<file path="src/rtl/ofs_plat_avalon_mem_almfull_cmd_buf.sv">
// ofs_plat_avalon_mem_almfull_cmd_buf
//
// Command buffer placed directly upstream of a clock-crossing shim that runs
// in almost-full mode. The source side is standard Avalon-MM, where
// waitrequest is honoured combinationally. The sink side only issues a command
// in a cycle where the sink's registered almost-full waitrequest is low. The
// sink's post-waitrequest allowance is never used, so a command is never
// stranded in the shim.
//
// Each accepted source cycle occupies one FIFO entry, so a write burst takes
// one entry per beat. Commands leave in acceptance order.
//
// Optional statistics are enabled by defining the macro
// OFS_PLAT_AVALON_MEM_ALMFULL_CMD_BUF_STATS_EN. Without it, both stat outputs
// are tied to zero and no stat registers exist.

module ofs_plat_avalon_mem_almfull_cmd_buf #(
    parameter int ADDR_WIDTH      = 32,
    parameter int DATA_WIDTH      = 512,
    parameter int BURST_CNT_WIDTH = 7,
    parameter int USER_WIDTH      = 1,
    parameter int DEPTH           = 4
) (
    input  logic                          clk,
    input  logic                          reset,

    input  logic                          src_read,
    input  logic                          src_write,
    input  logic [ADDR_WIDTH-1:0]         src_address,
    input  logic [BURST_CNT_WIDTH-1:0]    src_burstcount,
    input  logic [DATA_WIDTH-1:0]         src_writedata,
    input  logic [DATA_WIDTH/8-1:0]       src_byteenable,
    input  logic [USER_WIDTH-1:0]         src_user,
    output logic                          src_waitrequest,

    output logic                          snk_read,
    output logic                          snk_write,
    output logic [ADDR_WIDTH-1:0]         snk_address,
    output logic [BURST_CNT_WIDTH-1:0]    snk_burstcount,
    output logic [DATA_WIDTH-1:0]         snk_writedata,
    output logic [DATA_WIDTH/8-1:0]       snk_byteenable,
    output logic [USER_WIDTH-1:0]         snk_user,
    input  logic                          snk_waitrequest,

    output logic [31:0]                   stat_stall_cycles,
    output logic [$clog2(DEPTH):0]        stat_peak_occupancy
);

    localparam int PW  = $clog2(DEPTH);
    localparam int CW  = PW + 1;
    localparam int BEW = DATA_WIDTH / 8;
    localparam int EW  = 2 + ADDR_WIDTH + BURST_CNT_WIDTH + DATA_WIDTH + BEW + USER_WIDTH;

    localparam logic [CW-1:0] FULL_CNT  = CW'(DEPTH);
    localparam logic [CW-1:0] ZERO_CNT  = {CW{1'b0}};
    localparam logic [CW-1:0] ONE_CNT   = {{(CW-1){1'b0}}, 1'b1};
    localparam logic [PW-1:0] ONE_PTR   = {{(PW-1){1'b0}}, 1'b1};

    // Entry storage. Data is not reset; only the control state is reset.
    logic [EW-1:0]   mem_q [DEPTH];

    logic [PW-1:0]   wr_ptr_q, wr_ptr_d;
    logic [PW-1:0]   rd_ptr_q, rd_ptr_d;
    logic [CW-1:0]   count_q,  count_d;

    logic            enq_s;
    logic            deq_s;
    logic            head_valid_s;
    logic [EW-1:0]   enq_entry_s;
    logic [EW-1:0]   head_entry_s;
    logic            head_read_s;
    logic            head_write_s;

    // Back-pressure to the source depends only on the registered occupancy.
    assign src_waitrequest = (count_q == FULL_CNT);

    // Enqueue/dequeue decisions and next-state control for pointers and count.
    always_comb begin
        enq_s        = (src_read | src_write) & ~src_waitrequest;
        head_valid_s = (count_q != ZERO_CNT);
        deq_s        = head_valid_s & ~snk_waitrequest;
        enq_entry_s  = {src_read, src_write, src_address, src_burstcount,
                        src_writedata, src_byteenable, src_user};

        // DEPTH is a power of 2, so pointers wrap naturally modulo DEPTH.
        if (enq_s) begin
            wr_ptr_d = wr_ptr_q + ONE_PTR;
        end else begin
            wr_ptr_d = wr_ptr_q;
        end

        if (deq_s) begin
            rd_ptr_d = rd_ptr_q + ONE_PTR;
        end else begin
            rd_ptr_d = rd_ptr_q;
        end

        case ({enq_s, deq_s})
            2'b10:   count_d = count_q + ONE_CNT;
            2'b01:   count_d = count_q - ONE_CNT;
            default: count_d = count_q;
        endcase
    end

    // Control state register, cleared asynchronously so buffered entries are discarded.
    always_ff @(posedge clk or posedge reset) begin
        if (reset) begin
            wr_ptr_q <= {PW{1'b0}};
            rd_ptr_q <= {PW{1'b0}};
            count_q  <= ZERO_CNT;
        end else begin
            wr_ptr_q <= wr_ptr_d;
            rd_ptr_q <= rd_ptr_d;
            count_q  <= count_d;
        end
    end

    // Entry storage write on each accepted source cycle.
    always_ff @(posedge clk) begin
        if (enq_s) begin
            mem_q[wr_ptr_q] <= enq_entry_s;
        end
    end

    // Present the head entry. Strobes are only asserted in a cycle where the
    // head retires, so the sink's waitrequest allowance is never consumed.
    always_comb begin
        head_entry_s = mem_q[rd_ptr_q];
        {head_read_s, head_write_s, snk_address, snk_burstcount,
         snk_writedata, snk_byteenable, snk_user} = head_entry_s;
        snk_read  = deq_s & head_read_s;
        snk_write = deq_s & head_write_s;
    end

`ifdef OFS_PLAT_AVALON_MEM_ALMFULL_CMD_BUF_STATS_EN
    logic [31:0]   stall_q, stall_d;
    logic [CW-1:0] peak_q,  peak_d;

    // Stall counter saturates; peak tracks the occupancy after this edge so it
    // always includes the count currently visible.
    always_comb begin
        if (head_valid_s && snk_waitrequest && (stall_q != 32'hFFFF_FFFF)) begin
            stall_d = stall_q + 32'd1;
        end else begin
            stall_d = stall_q;
        end

        if (count_d > peak_q) begin
            peak_d = count_d;
        end else begin
            peak_d = peak_q;
        end
    end

    // Statistics registers, cleared with the control state.
    always_ff @(posedge clk or posedge reset) begin
        if (reset) begin
            stall_q <= 32'd0;
            peak_q  <= ZERO_CNT;
        end else begin
            stall_q <= stall_d;
            peak_q  <= peak_d;
        end
    end

    assign stat_stall_cycles   = stall_q;
    assign stat_peak_occupancy = peak_q;
`else
    assign stat_stall_cycles   = 32'd0;
    assign stat_peak_occupancy = {CW{1'b0}};
`endif

endmodule

</file>
<file path="config.mk">
export PLATFORM = sky130hd
export DESIGN_NAME = ofs_plat_avalon_mem_almfull_cmd_buf
export DESIGN_NICKNAME = d
export VERILOG_FILES = /design/src/rtl/ofs_plat_avalon_mem_almfull_cmd_buf.sv
export SDC_FILE = /design/constraint.sdc
export NUM_CORES = 2
export LEC_CHECK = 0
export CAP_MARGIN = 20
export CORE_AREA = 10 10 493 495
export DETAILED_ROUTE_END_ITERATION = 6
export DIE_AREA = 0 0 503 505
export SKIP_CTS_REPAIR_TIMING = 1
export SYNTH_ARGS = -nofsm -noshare
export SYNTH_HDL_FRONTEND = slang
export SYNTH_SLANG_ARGS = --single-unit
</file>
<file path="constraint.sdc">
create_clock -name clk -period 49.1 [get_ports clk]
set_clock_uncertainty 0.2 [all_clocks]
set_input_delay 9.82 -clock clk [delete_from_list [all_inputs] [get_ports clk]]
set_output_delay 9.82 -clock clk [all_outputs]
set_load 0.05 [all_outputs]
</file>
* Yosys cells after proc, flatten, opt, wreduce, memory -nomap -nowiden
Memories as Yosys holds them, arrays and structs flattened. Cells that the tools add are included.
Storage, ports and cells: bits of input ports 621, bits in latches 0, memory bits (writable) 2472, register bits after elaboration 7, word-level logic and storage cells 23, memory bits (read-only) 0, output and inout bits 654, memories 1
Operators by class: bitwise logic cells 7, divide/modulo/power cells 0, multiply operators 0, shift-type cells 0, $lt $le $gt $ge 0, multiplexer cells 3, equal/unequal tests 3, $add $sub $neg 4, reductions and logical operators 2
Memories:
- mem_q | words 4, width 618, read ports 1, clocked after Yosys merged registers in 0, wr ports 1, line 60 | logic [EW-1:0] mem_q [DEPTH];
Operators with widths (number):
- 3-bit one-hot mux with 2 select lines | 1
- 2-bit by 1-bit adder with 2-bit output, second input constant | 2
- 1-bit AND | 4
- 3-bit by 1-bit adder with 3-bit output, second input constant | 1
- 3-bit equality test, second input constant | 1
- 3-bit nonzero test | 1
- 3-bit by 1-bit subtractor with 3-bit output, second input constant | 1
- 2-bit by 1-bit equality test with 1-bit output, second input constant | 1
- 2-bit equality test, second input constant | 1
- 1-bit 2-to-1 mux | 2
- 1-bit inverter | 2
- 2-bit nonzero test | 1
- 1-bit bitwise OR | 1

* Depth between registers and ports, before layout
depth in word-level cells 5, depth in mapped cells 9

* Least setup slack after synthesis
No wires, ideal clock.
path kind input -> register, start point in src_write, end point mem mem_q[0][0] (netlist bit) (enable), path slack 23755 ps, setup time 1065 ps, arrival time 24080 ps, stages 3, cell sequence nor2_1 -> nor2_1 -> and2_1
Between the ends: cells in the longest elaborated chain, start to end 4
Ends and longest elaborated chain:
- start, declared | line 28 | input logic src_write,
- 1-bit bitwise OR | line 79 | enq_s = (src_read | src_write) & ~src_waitrequest;
- 1-bit AND | line 79
- 1-bit 2-to-1 mux | line 120 | if (enq_s) begin
- 1-bit 2-to-1 mux (implied by the code) | line 121 | mem_q[wr_ptr_q] <= enq_entry_s;
- end, declared | line 60
Every way passes these cells.

* Worst setup path after layout
start point in snk_waitrequest, end point out snk_write
Between the ends: cells in the longest elaborated chain, start to end 3
Ends and longest elaborated chain:
- start, declared | line 43 | input logic snk_waitrequest,
- 1-bit inverter | line 81 | deq_s = head_valid_s & ~snk_waitrequest;
- 1-bit AND | line 81
- named net deq_s | line 67 | logic deq_s;
- 1-bit AND | line 132 | snk_write = deq_s & head_write_s;
- end, declared | line 37 | output logic snk_write,
The timed path passes the listed nets, and every way through them passes these cells.

==> flow_metrics.py <==
metrics = {
    "outcome": {
        "status": "completed",
    },
    "sta": {
        "fin_setup_tns_ns": 0,
        "finalCritPeriodShare_pct": 44.0,
        "setup_viol_count_final": 0,
        "slew_viol_final": 0,
        "min_period_ns": 21.60,
        "grt_setup_unrepaired": "no",
        "clock.fmax_ghz": 0.0463,
        "worst_pin_slew_ns": 1.22,
        "slew_headroom_pct": 18.8,
        "hold_viol": 0,
    },
    "cts": {
        "numCtsBuffers": 281,
        "clk_latency_ns": 0.89,
        "cts_root_buf": "clkbuf_16",
        "clock-sinks": 2479,
        "clk_path_buf_depth": 4,
        "clkTransAtPathRegs_ns": 0.06,
        "htreeDepth": 5,
        "cts_tree": "yes",
    },
    "critical_path": {
        "critPathKind": "in2out",
        "path_buf_inv": 2,
        "critPathTopFamily": "buffers and inverters",
        "arrival_ns": 11.58,
        "crit_slowest_cell": "clkdlybuf4s50_1",
        "path_max_fanout": 4,
        "r2r_slack_ns": 43.55,
        "r2r_cells": 8,
        "worstSetupStartpointType": "input port",
        "cp-startpoint": "snk_waitrequest",
        "path_depth": 4,
        "cp_cell_sequence": "clkdlybuf4s50_1 -> nor2_1 -> and2_1 -> clkdlybuf4s50_1",
        "r2r_start": "count_q[2]",
        "crit_path_max_incr_delay_ns": 0.81,
        "rr_endpoint": "mem_q[3][458]",
        "cp_data_required_time_ns": 39.08,
        "cp-end-kind": "output pin",
        "crit_top_cell": "clkdlybuf4s50_1",
        "endpoint": "snk_write",
    },
    "yosys": {
        "synth.most_common_cell": "edfxtp_1",
        "syn_inst": 3305,
        "synth_seq_cells": 2479,
        "seq_area_frac_synth_pct": 82.2,
        "syn_area_um2": 90500,
        "ys_top_cells_by_area": "edfxtp_1 (82%), mux4_2 (15%), buf_12 (1.4%)",
        "netlist.area_leader.share_pct": 82.0,
        "synth_edf_count": 2472,
        "synth_warnings": 0,
        "yosys.cell_types.count": 22,
        "synthTopCellsByCount": "edfxtp_1 (2472), mux4_2 (618), buf_12 (65)",
        "avgSynthCellArea_um2": 27.4,
        "synth-async-reset-ratio_pct": 0.282,
        "ys.flop_type": "edfxtp_1",
        "yosys.area.top_type": "edfxtp_1",
    },
    "routing": {
        "wirelength_um": 243000,
        "drt_iter0_markers": 3200,
        "route.detailed.drc": 0,
        "vias_per_cell": 5.18,
        "wl_per_cell_um": 30.3,
        "ant_nets": 0,
        "num_vias": 41600,
        "drt-pass1-iter-count": 4,
    },
    "floorplanning": {
        "die_y_um": 505,
        "start_util_pct": 39.0,
        "die_width_um": 503,
        "core_area_um2": 232000,
        "io_pins": 1275,
        "rows": 177,
        "die_area_um2": 254000,
    },
    "grt": {
        "antenna_found_initial": 129,
        "grt_usage_pct": 18.6,
        "first_global_vias": 43200,
        "grt_start_max_net_pins": 152,
        "grt_pass1_wl_um": 338000,
        "overflow": 0,
    },
    "worst_hold_path": {
        "min_path_type": "reg2reg",
    },
    "run": {
        "maxCapViolCount": 0,
    },
    "finish": {
        "drive_gt1_share_pct": 21.2,
        "final_nets": 5376,
        "fillers": 18500,
        "area_growth_pct": 26.0,
    },
    "place": {
        "dp_hpwl_um": 163000,
        "gp_congestion": 0.778,
        "port_buffers": 1239,
    },
}
==> area by class of cell <==
class / count / area, µm² / share of cell area [%]
flip-flops and latches: 2479 / 74400 / 65.3
clock buffers: 329 / 7340 / 6.44
clock inverters: 153 / 1130 / 0.990
multi-input cells: 680 / 14300 / 12.5
diodes: 35 / 87.6 / 0.0768
well taps: 3043 / 3810 / 3.34
inverters: 7 / 26.3 / 0.0230
repair buffers: 1300 / 12900 / 11.4
==> cell families after synthesis <==
logic type               share of synthesized area [%]
AND/OR/NAND/NOR                                 0.0857
multiplexers                                      15.4
adder cells (fa/ha/maj)                         0.0912
XOR/XNOR                                        0.0580
buffers and inverters                             2.18
other                                          0.00414
flip-flops                                        82.2
==> per-stage QoR <==
stage | std cells | utilization (%) | hold slack, ns | cell area [µm²] | setup slack [ns]
floorplan | 3339 | - | 0.256 | 90700 | 23.75
global route | 8003 | 49.1 | 0.315 | 114000 | 27.44
detailed placement | 7509 | 45.4 | 0.299 | 105000 | 27.51
CTS | 7991 | 49.1 | 0.307 | 114000 | 27.50
finish | 8026 | 49.1 | 0.307 | 114000 | 27.50
global placement | 7509 | 45.4 | 0.277 | 105000 | 27.50
==> placed cells by master, fill, tap and decap left out <==
cell type and n:
inv_1 7, mux2i_1 1, nor2_1 4, nor3_1 1
ha_1 5, bufinv_16 14, dfrtp_1 5, mux4_2 618
clkbuf_1 42, buf_4 54, clkinv_8 2, clkdlybuf4s50_1 1239
diode_2 35, xor2_1 4, mux2_2 1, edfxtp_1 2472
and2_1 2, clkinv_2 48, xnor2_1 2, dfrtp_4 2
nor3b_1 1, conb_1 35, clkinv_16 2, buf_12 7
clkinv_4 3, fa_1 1, inv_6 6, clkbuf_16 287
clkinvlp_4 1, clkinv_1 77, and2_4 4, nor3b_2 1
==> layer usage <==
layer,share of wire (%),global-route usage [%],vias to the layer above
met4,2.7,5.21,116
met5,0.31,0,-
met1,36,21.6,22000
met3,12,9.14,503
met2,49,30.5,1575
li1,-,-,17300
==> worst reg2reg max path, stage by stage, from the launching register on <==
cell	delay, ns
dfrtp_1	0.40
nor3b_1	0.16
nor2_1	0.11
buf_4	0.17
and2_4	0.63
buf_4	0.81
buf_4	0.84
buf_4	0.90
buf_4	0.82
==> state kept, by name (all words and copies together), names as in the netlist <==
signal / count
count_q: 3
rd_ptr_q: 2
wr_ptr_q: 2
mem_q: 2472
==> worst min path at each step <==
stage,start,endpoint,cells after the start
3_3_place_gp,count_q[2],count_q[2],1
4_1_cts,count_q[2],count_q[2],1
6_report,count_q[2],count_q[2],1
3_5_place_dp,count_q[2],count_q[2],1
5_1_grt,count_q[2],count_q[2],1
2_1_floorplan,count_q[2],count_q[2],1
Power is not shown: default switching activity piles up to over one toggle a cycle in this logic, so the estimate is an artifact.
